===== src/rtl/rom_stream.sv =====
// rom_stream: pipelined arithmetic-sequence ROM with valid/ready on request and response sides.
// Define ROM_STREAM_RANGE_CHK_EN to add rsp_err, flagging responses for addresses >= DEPTH.
module rom_stream #(
  parameter int DATA_W = 8,
  parameter int ADDR_W = 4,
  parameter int DEPTH  = 16,
  parameter int OFFSET = 0,
  parameter int STRIDE = 1,
  parameter int PIPE   = 2
) (
  input  logic              clk,
  input  logic              rst,
  input  logic              req_valid,
  output logic              req_ready,
  input  logic [ADDR_W-1:0] req_addr,
  output logic              rsp_valid,
  input  logic              rsp_ready,
  output logic [DATA_W-1:0] rsp_data,
  output logic [ADDR_W-1:0] rsp_addr
`ifdef ROM_STREAM_RANGE_CHK_EN
  ,
  output logic              rsp_err
`endif
);
  localparam int P = (PIPE == 1) ? 1 : 2;
  if (PIPE != 1 && PIPE != 2) begin : g_bad_pipe
    $error("rom_stream: PIPE must be 1 or 2");
  end
  function automatic logic [DATA_W-1:0] word(input int n);
    return n < DEPTH ? DATA_W'(OFFSET + n * STRIDE) : '0;
  endfunction
  logic [DATA_W-1:0] mem [2**ADDR_W];
  for (genvar i = 0; i < 2**ADDR_W; i++) begin : g_mem
    assign mem[i] = word(i);
  end
  logic [P-1:0]      v;
  logic [DATA_W-1:0] d [P];
  logic [ADDR_W-1:0] a [P];
  logic go_out, go0, take;
  // With P=1 stage 0 is the output stage and go0 collapses to go_out.
  assign go_out    = v[P-1] && rsp_ready;
  assign go0       = v[0] && (!v[P-1] || go_out);
  assign req_ready = !rst && (!v[0] || go0);
  assign take      = req_valid && req_ready;
  always_ff @(posedge clk) begin
    if (rst) begin
      v <= '0;
      for (int k = 0; k < P; k++) begin
        d[k] <= '0;
        a[k] <= '0;
      end
    end else begin
      if (take) begin
        v[0] <= 1'b1;
        d[0] <= mem[req_addr];
        a[0] <= req_addr;
      end else if (go0) begin
        v[0] <= 1'b0;
      end
      for (int k = 1; k < P; k++) begin
        if (go0) begin
          v[k] <= 1'b1;
          d[k] <= d[k-1];
          a[k] <= a[k-1];
        end else if (go_out) begin
          v[k] <= 1'b0;
        end
      end
    end
  end
  assign rsp_valid = v[P-1];
  assign rsp_data  = v[P-1] ? d[P-1] : '0;
  assign rsp_addr  = v[P-1] ? a[P-1] : '0;
`ifdef ROM_STREAM_RANGE_CHK_EN
  logic [P-1:0] e;
  always_ff @(posedge clk) begin
    if (rst) e <= '0;
    else begin
      if (take) e[0] <= 32'(req_addr) >= DEPTH;
      for (int k = 1; k < P; k++) if (go0) e[k] <= e[k-1];
    end
  end
  assign rsp_err = v[P-1] && e[P-1];
`endif
endmodule


===== config.mk =====
export PLATFORM = sky130hd
export DESIGN_NAME = rom_stream
export DESIGN_NICKNAME = d
export VERILOG_FILES = /design/src/rtl/rom_stream.sv
export SDC_FILE = /design/constraint.sdc
export NUM_CORES = 1
export LEC_CHECK = 0
export ABC_AREA = 1
export BUFFER_PORTS_ARGS = -buffer_cell sky130_fd_sc_hd__buf_2
export CORE_MARGIN = 8
export CORE_UTILIZATION = 40
export CTS_BUF_LIST = sky130_fd_sc_hd__clkbuf_4 sky130_fd_sc_hd__clkbuf_8
export CTS_CLUSTER_DIAMETER = 100
export DETAILED_ROUTE_END_ITERATION = 7
export PLACE_DENSITY = 0.65
export SYNTH_ARGS = -nofsm -noshare
export SYNTH_HDL_FRONTEND = slang
export SYNTH_SLANG_ARGS = --single-unit

===== constraint.sdc =====
create_clock -name clk -period 1.5 [get_ports clk]
set_input_delay 0.45 -clock clk [delete_from_list [all_inputs] [get_ports clk]]
set_output_delay 0.45 -clock clk [all_outputs]
set_load 0.02 [all_outputs]

---- Word-level counts from Yosys, hierarchy flattened ----
Memory sizes are Yosys's and may differ from the RTL's.
Index checks and enable logic that the tools add are counted.
cells by class
  bitwise operators ....................... 5
  order comparisons ....................... 1
  muxes and demuxes ....................... 20
  reduce and logical (&&, ||, !) cells .... 11
operator list
  cell                                                      count
  two-way mux 8 bit                                         5
  two-way mux 1 bit                                         12
  two-way mux 4 bit                                         3
  greater-or-equal comparator 5 bit, second input constant  1
  NOT 4 -> 5 bit                                            1
  logical AND 1 bit                                         4
  OR 1 bit                                                  4
  nonzero test 2 bit                                        2
  logical NOT 1 bit                                         3
  logical OR 1 bit                                          2
word-level totals
  logic and storage cells ................. 42
  register bits ........................... 2
  bits in writable memories ............... 24
  memories kept ........................... 3
  output and inout bits ................... 14
  bits in read-only memories .............. 128
  bits of input ports ..................... 8
memories
  memory           depth  bits a word  read ports  clocked after memory_dff  write ports  line  source
  (no name shown)  16     8            1           0                         0            55    d[0] <= mem[req_addr];
  d                2      8            2           0                         2            37    logic [DATA_W-1:0] d [P];
  a                2      4            2           0                         2            38    logic [ADDR_W-1:0] a [P];

---- Depth between registers and ports, before layout ----
Gate-level depths: netlist of the first run.
  depth in word-level cells ............... 10
  depth in mapped cells ................... 4
  depth with buffers taken out ............ 4

---- Worst setup path before layout of the first run ----
OpenSTA, ideal clock, no wires.
  path type ............................... reg-to-output
  start ................................... register v[1]
  end ..................................... output port rsp_data[0]
  stages on the path, launching flop included .. 4
  path slack .............................. 0.117 ns
  arrival time ............................ 0.933 ns
  path buffers ............................ 1
  cell sequence ........................... dfxtp_1 nand2_1 inv_1 buf_4
between the ends
  word-level cells in the longest chain between the ends .. 1
RTL lines
  element                           line  source
  start: declaration                36    logic [P-1:0] v;
  start signal: assignment          47    v <= '0;
  start signal: indexed assignment  62    v[k] <= 1'b1;
  start signal: indexed assignment  66    v[k] <= 1'b0;
  two-way mux 8 bit                 72    assign rsp_data = v[P-1] ? d[P-1] : '0;
  end: declaration                  18    output logic [DATA_W-1:0] rsp_data,
Every way passes these cells.

---- Worst setup path after layout of the first run ----
  start ................................... register v[0]
  end ..................................... output port req_ready
between the ends
  word-level cells in the longest chain between the ends .. 3
  elaborated cells between the ends (all ways) .. 4
  classes of those cells .................. reduce/logical (4)
RTL lines
  element                                                        line    source
  start signal: assignment                                       47
  start signal: assignment                                       54      v[0] <= 1'b1;
  start signal: assignment                                       58      v[0] <= 1'b0;
  logical NOT 1 bit / logical AND 1 bit (equally long branches)  43, 42
  logical OR 1 bit (*)                                           43      assign req_ready = !rst && (!v[0] || go0);
  logical AND 1 bit (*)                                          43
  end: declaration                                               14      output logic req_ready,
Mark *: on every way between the ends. The rest lies on a longest branch, timed or not.

==> results by group, run 1 <==
Outcome
  – Status: complete, no violations

Timing
  – Slew Viols, Final: 0
  – Setup-failing EPs final: 0
  – Maximum clock rate: between 700 and 800 MHz
  – Total negative setup slack: 0 ps
  – Post-Route Skew: 7.30 ps
  – Final period util: 0.942
  – Fin worst setup slack: a little under 90 ps
  – Final Hold Vio Count: 0
  – RSZ-0062 raised after global routing: no
  – Fin crit period: about 1400 ps

Route
  – Met2 WL post-DR: around 330 um
  – Vias/cell: slightly above 4
  – Max Used Layer: met3
  – Total number of vias: about 370
  – DRC violations left: 0
  – M1 wire length: approximately 270 um
  – Antenna viol nets, final: 0
  – Detailed-route wire length: roughly 750 um
  – DR iter-0 viols: 6
  – WL met3: approximately 150 um
  – Drt pass-1 iters: 3
  – WL/cell: ~8.2 um

Synthesis
  – Share of the yosys chip area belonging to registers: 0.540
  – Number of synthesis warnings: 0
  – Top cell type's share of synthesized area: 0.463
  – Synth top area cells: edfxtp_1 46%, buf_4 12%, inv_1 12%
  – Dominant cell type by area after synthesis: edfxtp_1
  – Yosys cell types: 12
  – Mapped Cells: 59
  – Avg Cell Area, Syn: a little under 9 um^2
  – Mapped Area: slightly above 500 um^2
  – Number of synthesized register bits: 10

Layout
  – Layout cell share with drive strength beyond 1: 0.364
  – Commonest non-fill, non-tap cells in the layout: 17 x buf_2, 16 x inv_1, 10 x nand2_1, 8 x nor2_1, 8 x edfxtp_1
  – Final Net Count: 86
  – Area Growth Syn to Fin: 20.0%
  – Final Instance Area: about 620 um^2
  – Most common cell after layout, fill and taps aside: buf_2
  – N_diodes: 0
  – Finished Core Util: 0.498
  – Filler Cells Inserted: roughly 120

Pwr
  – Leak: approximately 0.37 nW
  – Pwr dens: between 900 and 1000 nW/um^2
  – Seq pwr share: 0.540
  – Sw power: 0.142 mW
  – Clock share of power: 0.330
  – Sw Ratio: 0.232
  – Total Power: slightly above 0.6 mW
  – P_int: 0.469 mW
  – Maximum vdd drop: between 0.5 and 0.6 mV
  – Combinational Power Share: 0.130

Worst setup path
  – Worst setup EP type: output port
  – Worst path cell trace: nand3_2, nand2_1, inv_1, buf_2
  – Crit-path max cell delay: about 380 ps
  – Maximum fanout along the worst path: 3
  – Critical Path Start Type: register
  – Slowest stage cell, crit path: dfxtp_1
  – Worst Path Required: between 1000 and 1500 ps
  – Worst Setup Path Type: reg -> out
  – WP data arrival: between 900 and 1000 ps
  – WP buf/inv: 2
  – Crit-path leading delay family: flip-flops

Clock tree
  – TritonCTS clock tree: built
  – CTS Buf Count: 3
  – TritonCTS Sinks: 10
  – Worst-path clk slew: 60 ps
  – Worst skew pair latency: ~260 ps
  – H-tree Lvls: 1
  – Root Buffer: clkbuf_4
  – Clock Path Buffers: 2
  – Post-CTS Hold Buffers: 0

Global route
  – All-Layer GR Usage: 0.0626
  – Remaining Overflow, GRT: 0
  – Largest net degree at the start of global routing: 9
  – First-pass GRT wire length: 1.28 mm
  – Number of global-route vias before repair: between 300 and 400
  – Number of antenna violations at the first check in global routing: 0

Die
  – Die H: between 50 and 60 um
  – DIE AREA: around 2700 um^2
  – # IOs: 22
  – Rows: 13
  – Core area: approximately 1300 um^2
  – Die X: about 52 um
  – Starting Density: 0.415

Placement
  – DP Worst Slack: between 100 and 150 ps
  – Number of I/O port buffers: 17
  – Placed standard-cell area: between 500 and 600 um^2
  – Hpwl dp: around 650 um
  – GPL Wtd Cong: around 0.7

Min path
  – HP Class: in -> reg

Job
  – Max cap viols: 0
[cell usage after synthesis]
library cell	instances
a21oi_1	2
buf_4	8
conb_1	1
dfxtp_1	2
edfxtp_1	8
inv_1	16
inv_2	1
nand2_1	10
nand2_2	1
nand3_2	1
nand3_4	1
nor2_1	8
[layer usage]
layer	vias up	track usage
met5	-	0
met4	0	0.0531
met3	0	0.0370
met2	18	0.0940
met1	160	0.0599
li1	196	-
[metrics by stage]
step / std cells / hold WS [ps]
6_report: 92 / 377
3_3_place_gp: 88 / 497
3_5_place_dp: 88 / 505
2_1_floorplan: 62 / 471
4_1_cts: 92 / 365
5_1_grt: 92 / 367
[cell type report]
class	count	area (um^2)	area share
Sequential cell	10	284	0.456
Inverter	17	63.8	0.102
Timing Repair Buffer	19	100	0.161
Multi-Input combinational cell	27	126	0.203
Clock buffer	4	30.0	0.0482
Tap cell	15	18.8	0.0301
[state kept, by name (all words and copies together) (netlist names)]
name and cells:
a 3, d 5, v 2
[logic make-up after synthesis]
kind of cell,after synthesis,synth area share
flops,10,0.540
simple gates,21,0.195
other cells,1,0.00722
buf+inv,25,0.239
compound gates,2,0.0193
[final timing paths]
path / startpoint / to / slack, ps / depth (start not counted)
setup / recovery: v[0] / req_ready / 90 / 4
hold / removal: rst / v[1] / 380 / 2
setup reg to reg: v[0] / d[0][3] / 450 / 4
hold reg to reg: v[0] / v[1] / 500 / 2
[power groups by stage]
stage	Clock (mW)	Combinational [mW]	Sequential, mW
after floorplan	0	0.0640	0.336
after global placement	0	0.0784	0.336
after detailed placement	0	0.0797	0.337
after CTS	0.213	0.0799	0.331
after global routing	0.231	0.0887	0.331
final	0.201	0.0791	0.330
[repair_timing]
action / CTS / global route
buffers inserted: 0 / 0
setup endpoints to repair: 1 / 1
gates resized for setup: 1 / 1
endpoints found under the hold margin: 0 / 0
(Power assumes the default switching activity.)
==> run 2: changes to the inputs <==
--- a/config.mk
+++ b/config.mk
@@ -10,7 +10,7 @@
 export CORE_MARGIN = 8
 export CORE_UTILIZATION = 40
 export CTS_BUF_LIST = sky130_fd_sc_hd__clkbuf_4 sky130_fd_sc_hd__clkbuf_8
-export CTS_CLUSTER_DIAMETER = 100
+export CTS_CLUSTER_DIAMETER = 120
 export DETAILED_ROUTE_END_ITERATION = 7
 export PLACE_DENSITY = 0.65
 export SYNTH_ARGS = -nofsm -noshare
==> constraint.sdc (replaced) <==
create_clock -name clk -period 1.3 [get_ports clk]
set_input_delay 0.39 -clock clk [delete_from_list [all_inputs] [get_ports clk]]
set_output_delay 0.39 -clock clk [all_outputs]
set_load 0.02 [all_outputs]
==> results by group, run 2 (same netlist as run 1, synthesis figures left out) <==
Job
  – Max cap viols: 0

Worst setup path
  – Slowest stage cell, crit path: dfxtp_2
  – Worst Setup Path Type: reg -> out
  – Worst Path Required: around 900 ps
  – WP data arrival: slightly above 900 ps
  – Crit-path max cell delay: ~360 ps
  – Reg2reg setup slack: approximately 180 ps
  – Maximum fanout along the worst path: 3
  – Critical Path Start Type: register
  – Worst r2r src: v[0]
  – Reg2Reg Depth: 5
  – Worst setup EP type: output port
  – R2r endpoint: d[0][2]
  – Worst path cell trace: nand3_2, nand2_1, inv_1, buf_6

Layout
  – Commonest non-fill, non-tap cells in the layout: 12 x inv_1, 10 x nand2_1, 10 x buf_6, 8 x nor2_1, 8 x edfxtp_1
  – Biggest register: d
  – Area Growth Syn to Fin: 34.5%
  – Footprint of the multi-input gates: about 130 um^2
  – Layout cell share with drive strength beyond 1: 0.430
  – Largest regs: d x5, a x3, v x2
  – Filler Cells Inserted: approximately 120
  – N_diodes: 0
  – Max reg flops: 5
  – Most common cell after layout, fill and taps aside: inv_1
  – Final Net Count: slightly below 90
  – FF+latch area: around 290 um^2

Min path
  – Hold Path End: v[1]
  – Worst hold path depth: 2
  – Hold_sp: rst
  – HP Class: in -> reg

Timing
  – Post-Route Skew: approximately 1.8 ps
  – Fin Hold WS: around 320 ps
  – Total negative setup slack: -9.18 ps
  – Final period util: 1.01
  – Final Hold Vio Count: 0
  – Slew Viols, Final: 0
  – Setup-failing EPs final: 1
  – Fin crit period: between 1000 and 1500 ps
  – RSZ-0062 raised after global routing: yes
  – Maximum clock rate: approximately 760 MHz
  – Fin worst setup slack: -9.18 ps

Pwr
  – Pwr dens: about 1000 nW/um^2
  – Leak: 0.373 nW
  – Maximum vdd drop: 0.593 mV

Route
  – Antenna viol nets, final: 0
  – DR iter-0 viols: 4
  – Detailed-route wire length: roughly 850 um
  – DRC violations left: 0
  – WL/cell: 8.99 um
  – Total number of vias: 387
  – Drt pass-1 iters: 4
  – Vias/cell: between 4 and 5

Die
  – DIE AREA: between 2000 and 3000 um^2
  – Rows: 13
  – Die X: roughly 52 um
  – Die H: 52.0 um
  – Starting Density: 0.415
  – # IOs: 22
  – Core area: 1250 um^2

Placement
  – Hpwl dp: about 660 um
  – GPL Wtd Cong: around 0.65
  – Number of I/O port buffers: 17

Global route
  – Number of global-route vias before repair: between 300 and 400
  – Remaining Overflow, GRT: 0
  – Number of antenna violations at the first check in global routing: 0
  – First-pass GRT wire length: ~1.4 mm
  – All-Layer GR Usage: 0.0713
  – Largest net degree at the start of global routing: 9

Outcome
  – Status: finished with violations
  – Failing checks: setup timing

Clock tree
  – Clock Path Buffers: 2
  – Post-CTS Hold Buffers: 0
  – Worst-path clk slew: about 60 ps
  – TritonCTS Sinks: 10
  – CTS Buf Count: 3
  – Root Buffer: clkbuf_4
  – TritonCTS clock tree: built
  – Worst skew pair latency: ~260 ps
  – H-tree Lvls: 1
==> run 2: changes by cell type in the layout (fill, tap and decap cells not counted) <==
cell | before | now
buf_2 | 17 | 7
buf_6 | 0 | 10
inv_1 | 16 | 12
inv_2 | 1 | 5
buf_4 | 2 | 4
clkbuf_4 | 4 | 3
clkinv_1 | 0 | 1
dfxtp_1 | 1 | 0
dfxtp_2 | 0 | 1
==> run 2: cell type report <==
class                   instances  share of cell area
multi-input cells              27               0.181
repair buffers                 21               0.254
inverters                      17              0.0914
clock buffers                   3              0.0323
well taps                      15              0.0269
clock inverters                 1             0.00538
flip-flops and latches         10               0.409
==> run 2: worst max path at each step <==
stage                             end  slack, ps  startpoint
after CTS                   req_ready        -20        v[1]
final                       req_ready         -9        v[0]
after global placement      req_ready         50   rsp_ready
after global routing        req_ready        -80        v[1]
after detailed placement    req_ready         50   rsp_ready
after floorplan           rsp_data[0]         90        v[1]
==> run 2: timing repair <==
action | in CTS | in global routing
pin swaps | 1 | 0
setup buffers | 2 | 0
endpoints found under the setup margin | 9 | 10
resized for setup | 5 | 21
cloned | 0 | 0
hold endpoints to repair | 0 | 0
==> run 2: report_power, final <==
group	leakage, nW	internal, mW	switching, mW
Clock	0.0154	0.111	0.0991
Sequential	0.104	0.371	0.00902
Combinational	0.253	0.0463	0.0651
==> run 2: critical path, delay by kind of cell, from the launching register on <==
family                 cells  cell delay, ps
DFF                        1             360
buffers and inverters      2             160
and+or+nand+nor            2             140
==> run 2: metal layers <==
layer	global-route usage	vias to the layer above	routed length [um]
met2	0.0960	18	404
li1	-	204	-
met4	0.0929	0	27
met1	0.0715	163	312
met5	0	-	0
met3	0.0313	2	101
==> run 2: through the flow <==
| stage | worst slack (ps) | power (mW) | utilization | instance area, um^2 | std cells |
|---|---|---|---|---|---|
| after floorplan | 93.2 | 0.462 | - | 532 | 62 |
| after global placement | 53.7 | 0.478 | 0.472 | 591 | 88 |
| after detailed placement | 49.5 | 0.481 | 0.472 | 591 | 88 |
| after CTS | -22.2 | 0.702 | 0.514 | 644 | 94 |
| after global routing | -80.6 | 0.757 | 0.557 | 698 | 94 |
| final | -9.18 | 0.701 | 0.557 | 698 | 94 |
